`config.mk`:
```
export PLATFORM = sky130hd
export DESIGN_NAME = id_ex_reg
export DESIGN_NICKNAME = d
export VERILOG_FILES = /design/src/rtl/id_ex_reg.sv
export SDC_FILE = /design/constraint.sdc
export NUM_CORES = 1
export LEC_CHECK = 0
export ABC_AREA = 1
export CORE_AREA = 2 2 169 171
export DETAILED_ROUTE_END_ITERATION = 8
export DIE_AREA = 0 0 171 173
export RECOVER_POWER = 25
export REMOVE_ABC_BUFFERS = 1
export SETUP_SLACK_MARGIN = 0.4
export SYNTH_ARGS = -nofsm -noshare
export SYNTH_HDL_FRONTEND = slang
export SYNTH_SLANG_ARGS = --single-unit
```
`constraint.sdc`:
```
create_clock -name clk -period 0.9 [get_ports clk]
set_clock_uncertainty 0.15 [all_clocks]
set_input_delay 0.09 -clock clk [delete_from_list [all_inputs] [get_ports clk]]
set_output_delay 0.09 -clock clk [all_outputs]
set_load 0.05 [all_outputs]
```
`src/rtl/id_ex_reg.sv`:
```
// Decode-to-execute pipeline register with stall, flush and per-entry valid/illegal tracking.
// Define ID_EX_BUBBLE_CNT_EN to build the saturating bubble counter; otherwise bubble_cnt is tied to 0.
module id_ex_reg #(
    parameter int XLEN  = 32,
    parameter int CNT_W = 32
) (
    input  logic             clk,
    input  logic             rst_n,

    input  logic             valid_d,
    input  logic [6:0]       op_d,
    input  logic             reg_write_d,
    input  logic             mem_write_d,
    input  logic             jump_d,
    input  logic             branch_d,
    input  logic             alu_src_a_d,
    input  logic             alu_src_b_d,
    input  logic             adder_src_d,
    input  logic [1:0]       res_src_d,
    input  logic [3:0]       alu_control_d,
    input  logic [2:0]       funct3_d,
    input  logic [XLEN-1:0]  rd1_d,
    input  logic [XLEN-1:0]  rd2_d,
    input  logic [XLEN-1:0]  imm_ext_d,
    input  logic [XLEN-1:0]  pc_d,
    input  logic [XLEN-1:0]  pc_plus4_d,
    input  logic [4:0]       rs1_d,
    input  logic [4:0]       rs2_d,
    input  logic [4:0]       rd_d,

    input  logic             stall_e,
    input  logic             flush_e,

    output logic             valid_e,
    output logic             illegal_e,
    output logic [6:0]       op_e,
    output logic             reg_write_e,
    output logic             mem_write_e,
    output logic             jump_e,
    output logic             branch_e,
    output logic             alu_src_a_e,
    output logic             alu_src_b_e,
    output logic             adder_src_e,
    output logic [1:0]       res_src_e,
    output logic [3:0]       alu_control_e,
    output logic [2:0]       funct3_e,
    output logic [XLEN-1:0]  rd1_e,
    output logic [XLEN-1:0]  rd2_e,
    output logic [XLEN-1:0]  imm_ext_e,
    output logic [XLEN-1:0]  pc_e,
    output logic [XLEN-1:0]  pc_plus4_e,
    output logic [4:0]       rs1_e,
    output logic [4:0]       rs2_e,
    output logic [4:0]       rd_e,
    output logic [CNT_W-1:0] bubble_cnt
);

    localparam logic [6:0] OP_LOAD   = 7'b0000011;
    localparam logic [6:0] OP_OP_IMM = 7'b0010011;
    localparam logic [6:0] OP_AUIPC  = 7'b0010111;
    localparam logic [6:0] OP_STORE  = 7'b0100011;
    localparam logic [6:0] OP_OP     = 7'b0110011;
    localparam logic [6:0] OP_LUI    = 7'b0110111;
    localparam logic [6:0] OP_BRANCH = 7'b1100011;
    localparam logic [6:0] OP_JALR   = 7'b1100111;
    localparam logic [6:0] OP_JAL    = 7'b1101111;

    logic op_legal;
    logic live_d;

    always_comb begin
        case (op_d)
            OP_LOAD, OP_OP_IMM, OP_AUIPC, OP_STORE, OP_OP,
            OP_LUI, OP_BRANCH, OP_JALR, OP_JAL: op_legal = 1'b1;
            default:                            op_legal = 1'b0;
        endcase
    end

    // A slot is live only if it is both occupied and decodable; otherwise it enters as a bubble.
    assign live_d = valid_d & op_legal;

    // NOTE: state is updated with non-blocking assignments so every register samples pre-edge values.
    always_ff @(posedge clk or negedge rst_n) begin
        if (!rst_n) begin
            valid_e   <= 1'b0;
            illegal_e <= 1'b0;
        end else if (flush_e) begin
            valid_e   <= 1'b0;
            illegal_e <= 1'b0;
        end else if (!stall_e) begin
            valid_e   <= live_d;
            illegal_e <= valid_d & ~op_legal;
        end
    end

    // Control gating is folded into the capture so bubbles leave the register already cleared.
    always_ff @(posedge clk or negedge rst_n) begin
        if (!rst_n) begin
            reg_write_e   <= 1'b0;
            mem_write_e   <= 1'b0;
            jump_e        <= 1'b0;
            branch_e      <= 1'b0;
            alu_src_a_e   <= 1'b0;
            alu_src_b_e   <= 1'b0;
            adder_src_e   <= 1'b0;
            res_src_e     <= '0;
            alu_control_e <= '0;
            funct3_e      <= '0;
        end else if (flush_e || (!stall_e && !live_d)) begin
            reg_write_e   <= 1'b0;
            mem_write_e   <= 1'b0;
            jump_e        <= 1'b0;
            branch_e      <= 1'b0;
            alu_src_a_e   <= 1'b0;
            alu_src_b_e   <= 1'b0;
            adder_src_e   <= 1'b0;
            res_src_e     <= '0;
            alu_control_e <= '0;
            funct3_e      <= '0;
        end else if (!stall_e) begin
            reg_write_e   <= reg_write_d;
            mem_write_e   <= mem_write_d;
            jump_e        <= jump_d;
            branch_e      <= branch_d;
            alu_src_a_e   <= alu_src_a_d;
            alu_src_b_e   <= alu_src_b_d;
            adder_src_e   <= adder_src_d;
            res_src_e     <= res_src_d;
            alu_control_e <= alu_control_d;
            funct3_e      <= funct3_d;
        end
    end

    // Data and indices are captured even for bubbles so an illegal instruction stays visible for debug.
    always_ff @(posedge clk or negedge rst_n) begin
        if (!rst_n) begin
            op_e       <= '0;
            rd1_e      <= '0;
            rd2_e      <= '0;
            imm_ext_e  <= '0;
            pc_e       <= '0;
            pc_plus4_e <= '0;
            rs1_e      <= '0;
            rs2_e      <= '0;
            rd_e       <= '0;
        end else if (flush_e) begin
            op_e       <= '0;
            rd1_e      <= '0;
            rd2_e      <= '0;
            imm_ext_e  <= '0;
            pc_e       <= '0;
            pc_plus4_e <= '0;
            rs1_e      <= '0;
            rs2_e      <= '0;
            rd_e       <= '0;
        end else if (!stall_e) begin
            op_e       <= op_d;
            rd1_e      <= rd1_d;
            rd2_e      <= rd2_d;
            imm_ext_e  <= imm_ext_d;
            pc_e       <= pc_d;
            pc_plus4_e <= pc_plus4_d;
            rs1_e      <= rs1_d;
            rs2_e      <= rs2_d;
            rd_e       <= rd_d;
        end
    end

`ifdef ID_EX_BUBBLE_CNT_EN
    logic bubble_evt;

    assign bubble_evt = flush_e | (~stall_e & ~live_d);

    // NOTE: only plain flops live here, so every one gets an asynchronous reset; the counter clears only on reset.
    always_ff @(posedge clk or negedge rst_n) begin
        if (!rst_n) begin
            bubble_cnt <= '0;
        end else if (bubble_evt && (bubble_cnt != '1)) begin
            bubble_cnt <= bubble_cnt + CNT_W'(1);
        end
    end
`else
    assign bubble_cnt = '0;
`endif

endmodule

```
==> flow_summary.json <==
{
  "first_pass_iters": 4,
  "rsz0062_at_grt": "yes",
  "crit_path_end_kind": "output pin",
  "htreeDepth": 4,
  "crit_buf_inv": 1,
  "ys_seq_area_share_pct": 61.2,
  "critPathMaxFanout": 2,
  "synth_edf_count": 0,
  "cts_tree": "yes",
  "via_per_inst": 4.52,
  "maxCapViolations": 0,
  "final_cell_mix": "nand2_1, buf_12, dfrtp_1, clkdlybuf4s50_1, nand3_1",
  "drc_errors": 0,
  "start_util_pct": 29.6,
  "die_y_um": 173,
  "fin_crit_sh_pct": 144,
  "synth_area_leader_cell": "dfrtp_1",
  "setup_slack_ns": -0.392,
  "slowest_stage": "dfrtp_2",
  "synth_top_area_share_pct": 61.2,
  "synth-seq-cells": 200,
  "final_net_count": 1564,
  "cpLargestDelayFamily": "flip-flops",
  "drv_slew": 0,
  "drive_above_1_share_pct": 32.9,
  "cp.arrival_ns": 1.05,
  "port_buffers": 402,
  "slew_headroom_pct": 37.5,
  "status": "finished, violations left",
  "clkLatencyLatePin_ns": 0.43,
  "synth_area_leaders": "dfrtp_1, nand2_1, a21oi_1",
  "critPathLaunchType": "flip-flop",
  "avgSynthCellArea_um2": 8.98,
  "wl_per_cell_um": 17.0,
  "hp-class": "in2async",
  "clock_sinks": 200,
  "ioPinCount": 435,
  "gp_congestion": 0.778,
  "syn_to_final_growth_pct": 99.7,
  "clockRootBuffer": "clkbuf_16",
  "dr_total_vias": 7917,
  "setup_viol": 227,
  "synthArstFlopShare_pct": 100,
  "finalHoldViolCount": 25,
  "cts_buffer_depth": 2,
  "ir_worst_vdd_v": 0.00120,
  "wirelength_mm": 29.7,
  "diodes": 0,
  "grt_pass1_wl_mm": 45.6,
  "layout_commonest_cell": "nand2_1",
  "numCtsBuffers": 17,
  "ys.warnings.count": 0,
  "first_iter_violations": 391,
  "antenna_left": 0,
  "dp_hpwl_mm": 21.0,
  "placementRows": 61,
  "violations": "negative hold slack, negative setup slack",
  "syn_area_um2": 8180,
  "required_ns": 0.66,
  "p_leak_nw": 7.52,
  "cts.clk_slew.worst_paths_ns": 0.08,
  "instances_no_fill": 1750,
  "antenna_found_initial": 0,
  "dpl.cell_count": 1673,
  "grt_pass1_vias": 8029,
  "worstSetupPathType": "reg2out",
  "synthCells": 911,
  "synthFlopType": "dfrtp_1",
  "synthDistinctLibCells": 16,
  "timing.fmax_mhz": 774,
  "min_period_ns": 1.29,
  "power_density_nw_per_um2": 1460,
  "grt_usage_pct": 19.7,
  "core_area_um2": 27600,
  "cpPeakStageDelay_ns": 0.45,
  "dieWidth_um": 171,
  "timing.hold.ws_ns": -0.374,
  "die_area_um2": 29600,
  "grt_start_max_net_pins": 59,
  "grt_overflow": 0,
  "tightest_slew_ns": 0.938,
  "path_cells": "buf_12"
}
[kinds of logic (layout without fill, tap and decap cells)]
kind of cell | count (synthesis) | after routing | share of synthesized area (%)
AOI/OAI and AO/OA | 103 | 103 | 6.44
and+or+nand+nor | 507 | 507 | 25.1
other | 1 | 32 | 0.0459
DFF | 200 | 200 | 61.2
buffers and inverters | 100 | 530 | 7.21
[layout make-up]
cell class / instances / area (µm²)
fill: 2284 / 11300
timing repair buffer: 495 / 7160
sequential: 200 / 5010
multi-input combinational: 642 / 3140
tap: 378 / 473
clock buffer: 21 / 460
clock inverter: 9 / 71.3
inverter: 5 / 26.3
[metrics by stage]
stage / utilization, % / cell area, µm² / power (mW) / setup WS [ns] / TNS, ns
3_3_place_gp: 53.5 / 14800 / 16.3 / -0.501 / -46.39
4_1_cts: 57.0 / 15800 / 23.9 / -0.419 / -75.57
6_report: 59.1 / 16300 / 23.9 / -0.392 / -71.10
2_1_floorplan: - / 7720 / 12.4 / -1.58 / -227.45
3_5_place_dp: 53.5 / 14800 / 16.4 / -0.568 / -48.15
5_1_grt: 59.1 / 16300 / 24.9 / -0.427 / -80.04
[report_power, final]
| group | switching [mW] | leakage (nW) | internal (mW) |
|---|---|---|---|
| Clock | 3.59 | 0.252 | 3.69 |
| Sequential | 0.498 | 2.67 | 9.43 |
| Combinational | 3.48 | 4.60 | 3.22 |
[worst paths after layout]
path	end	start	cells past startpoint	slack [ns]
worst max-delay path	pc_plus4_e[12]	pc_plus4_e[12]	1	-0.39
worst min-delay path	rd2_e[22]	rst_n	1	-0.37
worst max register to register	alu_src_a_e	alu_src_a_e	4	-0.13
worst min register to register	rd1_e[30]	rd1_e[30]	2	0.38
max in group asynchronous	rd2_e[9]	rst_n	2	0.16
min in group clk	op_e[6]	op_d[6]	3	-0.14
[synth_stat cells (2+ instances only)]
cell and count:
buf_1 8, a21oi_1 100, dfrtp_1 200, inv_2 3, buf_4 40, nand2_1 408
nand4_1 16, o21ai_0 2, nand3_1 82, buf_2 45, inv_1 2
[metal layers]
metal  global-route usage (%)  vias to the layer above  wire, µm
li1                         -                     3754         -
met1                     22.9                     3820     11400
met2                     33.2                      315     14700
met3                     8.17                       28      3100
met4                     5.72                        0       533
met5                        0                        -         0
[repair_timing]
action,4_1_cts,5_1_grt
gates resized for setup,57,126
pin swaps,227,14
setup endpoints to repair,400,400
gates cloned,6,0
endpoints found under the hold margin,212,206
buffers inserted,17,24
[sequential cells by signal, summed over array words and instances, names as in the netlist]
register / flops
res_src_e: 2
rd_e: 5
rd1_e: 32
adder_src_e: 1
pc_plus4_e: 32
illegal_e: 1
alu_src_a_e: 1
mem_write_e: 1
branch_e: 1
alu_control_e: 4
rs2_e: 5
pc_e: 32
op_e: 7
funct3_e: 3
rs1_e: 5
valid_e: 1
jump_e: 1
rd2_e: 32
alu_src_b_e: 1
reg_write_e: 1
imm_ext_e: 32
Power figures use the tool's default switching activity.
